## src/rtl/fetch_unit_pkg.sv

```systemverilog
// Shared types and constants for the instruction fetch unit.
// The HALT state exists only when FETCH_HALT_EN is defined.
package fetch_unit_pkg;

  localparam int unsigned OPC_W = 3;
  localparam int unsigned OPR_W = 5;
  localparam logic [7:0]  HALT_WORD = 8'h00;

`ifdef FETCH_HALT_EN
  typedef enum logic [1:0] {
    ISSUE   = 2'd0,
    CAPTURE = 2'd1,
    PRESENT = 2'd2,
    HALT    = 2'd3
  } state_t;
`else
  typedef enum logic [1:0] {
    ISSUE   = 2'd0,
    CAPTURE = 2'd1,
    PRESENT = 2'd2
  } state_t;
`endif

endpackage

```

## src/rtl/fetch_unit.sv

```systemverilog
// Three-phase instruction fetch: issue address, capture RAM word, present to execute.
// Optional halt-on-zero-word behaviour is enabled with FETCH_HALT_EN.
module fetch_unit
  import fetch_unit_pkg::*;
#(
  parameter int unsigned ADDR_W = 5,
  parameter int unsigned DATA_W = 8
) (
  input  logic              clock,
  input  logic              reset,
  input  logic              load_busy,
  output logic [ADDR_W-1:0] ram_address,
  output logic              ram_we,
  input  logic [DATA_W-1:0] ram_data,
  output logic              ir_valid,
  input  logic              ir_ready,
  output logic [OPC_W-1:0]  opcode,
  output logic [OPR_W-1:0]  operand,
  output logic [ADDR_W-1:0] pc_out,
  input  logic              jump,
  input  logic [ADDR_W-1:0] jump_target,
  output logic              halted
);

  state_t            state, state_d;
  logic [ADDR_W-1:0] pc, pc_d, pc_out_d;
  logic [DATA_W-1:0] ir, ir_d;
  logic              ir_valid_d;
`ifdef FETCH_HALT_EN
  logic              halted_d;
`endif

  // The RAM address is the PC register itself, so it reads 0 during reset.
  assign ram_address = pc;
  assign ram_we      = 1'b0;
  assign opcode      = ir[OPC_W+OPR_W-1 -: OPC_W];
  assign operand     = ir[OPR_W-1:0];

  // Next-state and datapath decisions
  always_comb begin
    state_d    = state;
    pc_d       = pc;
    ir_d       = ir;
    pc_out_d   = pc_out;
    ir_valid_d = 1'b0;
`ifdef FETCH_HALT_EN
    halted_d   = 1'b0;
`endif

    case (state)
      ISSUE: begin
        if (!load_busy) state_d = CAPTURE;
      end
      CAPTURE: begin
        ir_d     = ram_data;
        pc_out_d = pc;
        pc_d     = pc + ADDR_W'(1);
`ifdef FETCH_HALT_EN
        if (ram_data == DATA_W'(HALT_WORD)) begin
          state_d  = HALT;
          halted_d = 1'b1;
        end else begin
          state_d    = PRESENT;
          ir_valid_d = 1'b1;
        end
`else
        state_d    = PRESENT;
        ir_valid_d = 1'b1;
`endif
      end
      PRESENT: begin
        if (ir_ready) state_d = ISSUE;
        else          ir_valid_d = 1'b1;
      end
`ifdef FETCH_HALT_EN
      HALT: begin
        halted_d = 1'b1;
      end
`endif
      default: state_d = ISSUE;
    endcase

    // Redirect wins over everything; an in-flight RAM word is simply not captured.
    if (jump) begin
      state_d    = ISSUE;
      pc_d       = jump_target;
      ir_d       = ir;
      pc_out_d   = pc_out;
      ir_valid_d = 1'b0;
`ifdef FETCH_HALT_EN
      halted_d   = 1'b0;
`endif
    end
  end

  always_ff @(posedge clock or posedge reset) begin
    if (reset) begin
      state    <= ISSUE;
      pc       <= '0;
      ir       <= '0;
      pc_out   <= '0;
      ir_valid <= 1'b0;
`ifdef FETCH_HALT_EN
      halted   <= 1'b0;
`endif
    end else begin
      state    <= state_d;
      pc       <= pc_d;
      ir       <= ir_d;
      pc_out   <= pc_out_d;
      ir_valid <= ir_valid_d;
`ifdef FETCH_HALT_EN
      halted   <= halted_d;
`endif
    end
  end

`ifndef FETCH_HALT_EN
  assign halted = 1'b0;
`endif

endmodule

```

## config.mk

```make
export PLATFORM = sky130hd
export DESIGN_NAME = fetch_unit
export DESIGN_NICKNAME = d
export VERILOG_FILES = /design/src/rtl/fetch_unit_pkg.sv /design/src/rtl/fetch_unit.sv
export SDC_FILE = /design/constraint.sdc
export NUM_CORES = 1
export LEC_CHECK = 0
export ABC_AREA = 1
export CAP_MARGIN = 20
export CORE_MARGIN = 2
export CORE_UTILIZATION = 40
export CTS_BUF_LIST = sky130_fd_sc_hd__clkbuf_8
export CTS_CLUSTER_SIZE = 30
export DETAILED_ROUTE_END_ITERATION = 7
export PLACE_DENSITY = 0.82
export SETUP_SLACK_MARGIN = 0.3
export SLEW_MARGIN = 20
export SYNTH_ARGS = -nofsm -noshare
export SYNTH_HDL_FRONTEND = slang
export SYNTH_SLANG_ARGS = --single-unit
export TNS_END_PERCENT = 5
```

## constraint.sdc

```tcl
create_clock -name clock -period 1.6 [get_ports clock]
set_input_delay 0.16 -clock clock [delete_from_list [all_inputs] [get_ports clock]]
set_output_delay 0.16 -clock clock [all_outputs]
set_load 0.005 [all_outputs]
```

==> metrics.cfg <==
[outcome]
outcome = complete, no violations

[grt]
grt_overflow = 0
grt_pass1_wl_um = 3430
track_usage = 0.162
first_global_vias = 799
grt_max_degree = 22
antenna_found_initial = 0

[worst_setup_path]
crit_fanout = 4
cp-startpoint = ram_address[2]
regToRegStartpoint = state[1]
crit_path_end = ram_address[2]
cp_cell_sequence = clkdlybuf4s50_1
r2r_cells = 7
r2r-end = state[1]
crit_buf_inv = 1
cp.arrival_ps = 1150
required_ps = 1440
ff2ff_setup_slack_ps = 330
cp-end-kind = primary output
slowest_stage = clkdlybuf4s50_1
critPathKind = register to primary output
cp-start-kind = register
cp_num_cells = 1
slowest_delay_ps = 500
cp_top_family = buffers and inverters

[logic_synthesis]
synth.area.top_cells = dfrtp_1, nand2_1, ha_1
yosysWarnings = 0
ys_ff_latch = 21
synth_area_per_cell_sq_um = 8.63
synth.cell_area_sq_um = 1030
synth_top_area_share = 0.512
yosysTopAreaCell = dfrtp_1
synth_cell_type_count = 20
syn_inst = 119
seq_area_frac_synth = 0.512

[floorplanning]
rows = 18
die_w_um = 54.7
core_area_sq_um = 2450
io_pins = 39
dieArea_sq_um = 2990
dieHeight_um = 54.7
start_util = 0.418

[pwr]
p_leak_uw = 0.000765
cellPowerDensity_nw_per_um2 = 1480
ir_drop_uv = 992

[placement]
port_buffers = 36
post-dp-hpwl_um = 1620
post-place-ws_ps = 164
placedCellCount = 182
gp_congestion = 0.768

[clock_network]
clockBufferDepth = 2
hold_buffers = 0
tritoncts = done
root_buffer = clkbuf_8
clk_pin_slew_ps = 70
cts.sinks = 21
cts_buffers = 3
cts_max_level = 1
clk_latency_ps = 250

[timing]
min_period_over_period = 0.820
fin_ws_ps = 288
hold_viol = 0
hold_slack_ps = 222
rsz0062_at_grt = yes
period_needed_ps = 1310
max_freq_ghz = 0.762
setup_violations = 0
tns_ps = 0
maxSlewViolCount = 0
fin_skew_ps = 0.491

[detailed_routing]
totalWireLength_um = 2200
ant_nets = 0
drc_errors = 0
drt_iter0_drc = 21
drt-pass1-iter-count = 4
wl_per_cell_um = 11.3
via_count = 928
drt-vias-per-instance = 4.78

[final_layout]
post_route_cells_drive_above_1_share = 0.128
post-route-util = 0.615
stdcell_count = 194
area_delta_synth_final_pct = 46.9
antenna_cells = 0
nNetsFinal = 188
fillers = 195

[min_path]
hold_path.class = input port to asynchronous set/reset pin

[flow_run]
cap_violations = 0

-- repair_timing --
action	CTS	global route
setup endpoints to repair	20	30
pin swaps	1	0
gates resized for setup	2	4
buffers inserted	2	6
hold endpoints to repair	0	0
-- registers in the layout, summed over array words and instances, names as in the netlist --
signal	flops
pc_out	5
state	2
ir_valid	1
ir	8
ram_address	5
-- report_power, final --
part | leakage (uW) | internal (uW) | total, uW | switching (uW)
Sequential | 0.000259 | 745 | 882 | 137
Combinational | 0.000479 | 586 | 1010 | 426
Clock | 0.0000269 | 171 | 333 | 163
-- metal layers --
| metal | track usage | part of all wire | wire (um) | vias to the layer above |
|---|---|---|---|---|
| li1 | - | - | - | 457 |
| met1 | 0.191 | 0.38 | 837 | 425 |
| met2 | 0.276 | 0.53 | 1170 | 40 |
| met3 | 0.0355 | 0.074 | 162 | 6 |
| met4 | 0.0750 | 0.015 | 33 | 0 |
| met5 | 0 | 0 | 0 | - |
-- cell usage after synthesis --
cell type and n:
a21oi_1 1, o211ai_1 1, nand4_1 2, nor2_2 1, nor2_8 1, clkbuf_2 1, a21boi_0 1, inv_1 8
nand3_1 8, buf_6 2, ha_1 5, inv_2 2, dfrtp_1 21, a22oi_1 2, nand2_1 54, buf_4 3
o21ai_0 3, xnor2_1 1, conb_1 1, nand3b_1 1
-- cells by family after synthesis --
family	count (synthesis)	share of synthesized area
flops	21	0.512
fa+ha+maj	5	0.0609
simple gates	67	0.281
other cells	1	0.00365
buf+inv	16	0.0853
compound gates	8	0.0487
xor+xnor	1	0.00853
-- layout by cell type (no fill, tap or decap), types with 2 or more instances in the layout --
master / Yosys / routed
a22oi_1: 2 / 2
buf_4: 3 / 10
clkbuf_8: 0 / 3
clkdlybuf4s50_1: 0 / 35
conb_1: 1 / 2
dfrtp_1: 21 / 17
dfrtp_2: 0 / 4
ha_1: 5 / 5
inv_1: 8 / 9
nand2_1: 54 / 54
nand3_1: 8 / 8
nand4_1: 2 / 2
o21ai_0: 3 / 3
-- how the worst min path moves through the flow --
stage,start,end,cells after the start
5_1_grt,reset,ir[4],3
2_1_floorplan,reset,ir[0],1
3_3_place_gp,ir[4],ir[4],2
6_report,reset,ir_valid,3
3_5_place_dp,pc_out[2],pc_out[2],2
4_1_cts,reset,ir[7],3
-- per-stage QoR --
step	total power (uW)	area [sq um]
after floorplan	1310	1030
after global placement	1770	1390
after detailed placement	1820	1390
after CTS	2180	1460
after global routing	2400	1510
final	2230	1510
-- area by class of cell --
cell class	count	area (sq um)	share of cell area
sequential	21	531	0.352
timing repair buffer	46	438	0.290
multi-input combinational	83	418	0.277
clock buffer	3	41.3	0.0274
inverter	10	40.0	0.0265
tap	30	37.5	0.0249
clock inverter	1	3.75	0.00249
No activity file was read; power rests on OpenSTA's default activity.
